<file path="config.mk">
export PLATFORM = sky130hd
export DESIGN_NAME = uart_frame_rx
export DESIGN_NICKNAME = d
export VERILOG_FILES = /design/src/rtl/uart_frame_rx.sv
export SDC_FILE = /design/constraint.sdc
export NUM_CORES = 1
export LEC_CHECK = 0
export ABC_AREA = 1
export ABC_CLOCK_PERIOD_IN_PS = 4800
export CORE_UTILIZATION = 63
export DETAILED_ROUTE_END_ITERATION = 7
export PLACE_DENSITY = 0.88
export SYNTH_ARGS = -nofsm -noshare
export SYNTH_HDL_FRONTEND = slang
export SYNTH_SLANG_ARGS = --single-unit
</file>
<file path="constraint.sdc">
create_clock -name clock -period 4.8 [get_ports clock]
set_clock_uncertainty 0.1 [all_clocks]
set_input_delay 0.96 -clock clock [delete_from_list [all_inputs] [get_ports clock]]
set_output_delay 0.96 -clock clock [all_outputs]
set_load 0.05 [all_outputs]
</file>
<file path="src/rtl/uart_frame_rx.sv">
// rtl/uart_frame_rx.sv - UART frame receiver with parity/stop checking and a one-word output holding register
module uart_frame_rx #(
  parameter int CLKS_PER_BIT = 217,
  parameter int DATA_BITS    = 8,
  parameter int PARITY       = 0,
  parameter int STOP_BITS    = 1
) (
  input  logic                 clock,
  input  logic                 reset,
  input  logic                 rx,
  output logic [DATA_BITS-1:0] data_out,
  output logic                 data_valid,
  input  logic                 data_ready,
  output logic                 parity_error,
  output logic                 framing_error,
  output logic                 overrun,
  output logic                 receiving
);

  typedef enum logic [2:0] {
    IDLE,
    START,
    DATA,
    PAR,
    STOP,
    BREAK
  } state_t;

  localparam logic [15:0] CNT_MID   = 16'(CLKS_PER_BIT / 2);
  localparam logic [15:0] CNT_END   = 16'(CLKS_PER_BIT - 1);
  localparam logic [3:0]  LAST_BIT  = 4'(DATA_BITS - 1);
  localparam logic        LAST_STOP = (STOP_BITS == 2);
  localparam logic        ODD_PAR   = (PARITY == 2);

  state_t                 r_state;
  state_t                 w_next;
  logic                   r_sync1;
  logic                   r_sync2;
  logic [15:0]            r_cnt;
  logic [3:0]             r_bit_idx;
  logic                   r_stop_idx;
  logic [DATA_BITS-1:0]   r_shift;
  logic                   r_par_calc;
  logic [DATA_BITS-1:0]   r_data;
  logic                   r_valid;
  logic                   r_perr;
  logic                   r_ferr;
  logic                   r_ovr;

  logic w_rx_s;
  logic w_cnt_clr;
  logic w_start_ok;
  logic w_data_smp;
  logic w_par_smp;
  logic w_stop_smp;
  logic w_frame_bad;
  logic w_deliver;
  logic w_hs;
  logic w_load;

  assign w_rx_s = r_sync2;

  // Synchronizer flops reset to the idle line level so no false start follows reset.
  always_ff @(posedge clock or posedge reset) begin
    if (reset) begin
      r_sync1 <= 1'b1;
      r_sync2 <= 1'b1;
    end else begin
      r_sync1 <= rx;
      r_sync2 <= r_sync1;
    end
  end

  always_ff @(posedge clock or posedge reset) begin
    if (reset) r_state <= IDLE;
    else       r_state <= w_next;
  end

  always_comb begin
    w_next      = r_state;
    w_cnt_clr   = 1'b0;
    w_start_ok  = 1'b0;
    w_data_smp  = 1'b0;
    w_par_smp   = 1'b0;
    w_stop_smp  = 1'b0;
    w_frame_bad = 1'b0;
    w_deliver   = 1'b0;
    case (r_state)
      IDLE: begin
        w_cnt_clr = 1'b1;
        if (!w_rx_s) w_next = START;
      end
      START: begin
        if (r_cnt == CNT_MID) begin
          w_cnt_clr = 1'b1;
          if (!w_rx_s) begin
            w_next     = DATA;
            w_start_ok = 1'b1;
          end else begin
            w_next = IDLE;
          end
        end
      end
      DATA: begin
        if (r_cnt == CNT_END) begin
          w_cnt_clr  = 1'b1;
          w_data_smp = 1'b1;
          if (r_bit_idx == LAST_BIT) w_next = (PARITY != 0) ? PAR : STOP;
        end
      end
      PAR: begin
        if (r_cnt == CNT_END) begin
          w_cnt_clr = 1'b1;
          w_par_smp = 1'b1;
          w_next    = STOP;
        end
      end
      STOP: begin
        if (r_cnt == CNT_END) begin
          w_cnt_clr  = 1'b1;
          w_stop_smp = 1'b1;
          if (!w_rx_s) begin
            w_next      = BREAK;
            w_frame_bad = 1'b1;
          end else if (r_stop_idx == LAST_STOP) begin
            w_next    = IDLE;
            w_deliver = 1'b1;
          end
        end
      end
      BREAK: begin
        w_cnt_clr = 1'b1;
        if (w_rx_s) w_next = IDLE;
      end
      default: w_next = IDLE;
    endcase
  end

  always_ff @(posedge clock or posedge reset) begin
    if (reset) begin
      r_cnt      <= 16'd0;
      r_bit_idx  <= 4'd0;
      r_stop_idx <= 1'b0;
      r_shift    <= '0;
      r_par_calc <= 1'b0;
      r_ferr     <= 1'b0;
    end else begin
      r_cnt <= w_cnt_clr ? 16'd0 : r_cnt + 16'd1;
      if (w_start_ok) begin
        r_bit_idx  <= 4'd0;
        r_stop_idx <= 1'b0;
        r_par_calc <= 1'b0;
        r_ferr     <= 1'b0;
      end else begin
        if (w_data_smp) r_bit_idx <= r_bit_idx + 4'd1;
        if (w_stop_smp) r_stop_idx <= r_stop_idx + 1'b1;
        // Shift is complete by the parity sample, so the reduction covers the full word.
        if (w_par_smp) r_par_calc <= (^r_shift) ^ w_rx_s ^ ODD_PAR;
        if (w_frame_bad) r_ferr <= 1'b1;
      end
      // Shifting in at the MSB leaves the first (LSB) bit at position 0 after DATA_BITS samples.
      if (w_data_smp) r_shift <= {w_rx_s, r_shift[DATA_BITS-1:1]};
    end
  end

  assign w_hs   = r_valid & data_ready;
  assign w_load = w_deliver & (~r_valid | w_hs);

  always_ff @(posedge clock or posedge reset) begin
    if (reset) begin
      r_data  <= '0;
      r_valid <= 1'b0;
      r_perr  <= 1'b0;
      r_ovr   <= 1'b0;
    end else begin
      if (w_load) begin
        r_data  <= r_shift;
        r_perr  <= r_par_calc;
        r_valid <= 1'b1;
      end else if (w_hs) begin
        r_valid <= 1'b0;
      end
      if (w_hs) r_ovr <= 1'b0;
      else if (w_deliver && r_valid) r_ovr <= 1'b1;
    end
  end

  assign data_out      = r_data;
  assign data_valid    = r_valid;
  assign parity_error  = r_perr;
  assign framing_error = r_ferr;
  assign overrun       = r_ovr;
  assign receiving     = (r_state != IDLE);

endmodule

</file>
==> summary.md <==
| Metric | Value |
|---|---|
| Status | complete, no violations |
| Data arrival, critical path | 1770 ps |
| Routability-driven placement congestion ratio | 0.927 |
| Crit path largest cell delay | 710 ps |
| Sinks on Clock Net | 47 |
| Max-slew violation count | 0 |
| Slew margin rel. | between 30% and 40% |
| Placeable Area | around 3700 µm² |
| Yosys top cell area share | 45.1% |
| Row count | 22 |
| Initial antenna violation count | 0 |
| Starting Density | 66.7% |
| Total track usage | 26.7% |
| Die X | 65.0 µm |
| Total grt overflow | 0 |
| Critical path class | reg -> out |
| Most frequent cells in the layout | nand2_1, nor2_1, dfrtp_1, inv_1, nand3_1 |
| Yosys warnings | 0 |
| FF+latch count, synth | 47 |
| Mapped Area | 2500 µm² |
| CTS Hold Bufs | 0 |
| Die height | 65.0 µm |
| Largest area contributor in the netlist | dfrtp_1 |
| Final min period | 2830 ps |
| Worst Setup Start Kind | flop |
| Post-layout util | 74.6% |
| Largest net degree at the start of global routing | 48 |
| Net count after synthesis | 330 |
| Layout cells sized above 1 | 7.29% |
| Power Density | around 250 nW/µm² |
| Worst-margin pin slew | 963 ps |
| Final Net Count | about 350 |
| TritonCTS Buffers | 5 |
| RSZ-0062 raised after global routing | false |
| # setup viols final | 0 |
| Ant. Diodes | 0 |
| Root Buffer | clkbuf_8 |
| Worst-path fanout max | 4 |
| Routed vias | 2,072 |
| Synth-to-layout area growth | 11.8% |
| Die ar. | roughly 4200 µm² |
| Worst-path clk slew | approximately 80 ps |
| Yosys cell types | 26 |
| Syn avg cell area | 7.73 µm² |
| # IOs | 17 |
| I/O Buffers | 16 |
| CTS tree | done |
| Global-route wire length before repair | between 8000 and 9000 µm |
| Maximum VDD drop | 0.190 mV |
| Post-Syn Instances | 323 |
| Area contributors post-synth | dfrtp_1, nand2_1, nor2_1, inv_1, nand3_1 |
| Post-CTS Setup Bufs | 0 |
| Vias in the first global route | 2,007 |
| DR WL/cell | 12.6 µm |
| F_max | 0.353 GHz |
| Most common cell after layout, fill and taps aside | nand2_1 |
| Slowest stage cell, crit path | clkdlybuf4s50_1 |
| Crit-path cells | nor2_1, nand2_1, clkdlybuf4s50_1 |
| Setup tns final | 0 ps |
| DR pass1 iterations | 4 |
| Final wirelength | 4930 µm |
| Cts repair resizes | 0 |
| Crit end category | output pin |
| Clk buf depth | 2 |
| DRC violations left | 0 |
| Min-Delay Path Class | reg -> reg |
| Post-route ant nets | 0 |
| CP required | ~3700 ps |
| DRT iter0 DRCs | about 180 |
| Vias/cell | ~5.3 |
| Leak pwr | 1.37 nW |
| Final Hold Fails | 0 |
| Clk_lat worst skew | 310 ps |
| Tcrit/Tclk final | 59.0% |
| Post-synthesis sequential area ratio | between 40% and 50% |
| Max_cap viols | 0 |
| Htree depth | 2 |
| DP HPWL | 3520 µm |
## through the flow
stage               total power, mW  hold slack [ps]  area, µm²  worst slack [ps]  instances
floorplan                     0.414              245       2500              2630        323
global placement              0.419              245       2690              2360        383
finish                        0.695              261       2790              1970        391
detailed placement            0.419              251       2690              2290        383
CTS                           0.699              263       2790              1960        391
global route                  0.715              264       2790              1900        391
## routing by layer
| metal | vias to the layer above | track usage [%] | wire length, µm | part of all wire, % |
|---|---|---|---|---|
| met1 | 963 | 33.1 | 2230 | 45 |
| met4 | 0 | 8.33 | 63 | 1.3 |
| li1 | 1042 | - | - | - |
| met2 | 59 | 46.5 | 2400 | 49 |
| met5 | - | 0 | 0 | 0 |
| met3 | 8 | 5.46 | 238 | 4.8 |
## power breakdown
part | switching (mW) | internal, mW
combinational | 0.0100 | 0.00297
sequential | 0.000740 | 0.397
clock | 0.128 | 0.156
total | 0.139 | 0.556
## cell usage after synthesis
library cell and number:
ha_1 3, nand3_1 20, nand4_1 4, xor2_1 9, inv_1 43, dfrtp_1 45, nand3_4 1, nor2_4 1
dfstp_2 2, nand4_2 1, nor2_2 1, nand3b_1 2, nand2_2 2, o21ai_2 9, buf_6 1, nand2_1 91
a21oi_1 3, nor3_2 1, nor3_1 3, buf_2 1, a21boi_0 1, nor2_1 52, o21a_1 1, buf_4 2
o21ai_0 19, xnor2_1 5
## worst paths after layout
check	slack, ps	endpoint	start	cells after the start
worst max-delay path	1970	receiving	r_state[0]$_DFFE_PP0P_	3
worst min-delay path	260	r_sync2$_DFF_PP1_	r_sync1$_DFF_PP1_	0
worst max register to register	2540	r_bit_idx[2]$_DFFE_PP0P_	r_cnt[0]$_DFF_PP0_	9
worst min register to register	260	r_sync2$_DFF_PP1_	r_sync1$_DFF_PP1_	0
max in group asynchronous	2890	framing_error$_DFFE_PP0P_	reset	2
min in group asynchronous	1100	r_cnt[15]$_DFF_PP0_	reset	2
## worst max-delay path, delay by kind of cell (launching register included)
kind / cells / cell delay, ps
buffers and inverters: 1 / 710
AND/OR/NAND/NOR: 2 / 350
flip-flops: 1 / 410
## state kept, by name, indices dropped and copies added, names as in the netlist
| register | count |
|---|---|
| overrun | 1 |
| r_cnt | 16 |
| r_state | 3 |
| framing_error | 1 |
| r_shift | 8 |
| data_out | 8 |
| r_sync1 | 1 |
| data_valid | 1 |
| r_sync2 | 1 |
| r_bit_idx | 4 |
| r_par_calc | 1 |
| parity_error | 1 |
| r_stop_idx | 1 |
## logic make-up after synthesis
| group | after synthesis | synth area share, % |
|---|---|---|
| DFF | 47 | 47.2 |
| and+or+nand+nor | 179 | 30.5 |
| AOI/OAI and AO/OA | 33 | 8.17 |
| adders and majority gates | 3 | 1.50 |
| buffers and inverters | 47 | 7.71 |
| xor gates and xnor gates | 14 | 4.91 |
## cell type report
class	count	area, µm²
inverter	43	161
clock inverter	1	30.0
clock buffer	7	76.3
sequential	47	1180
timing repair buffer	16	160
multi-input combinational	229	1130
fill	302	951
tap	48	60.1
Note: power is estimated with default switching activity, not from simulation.
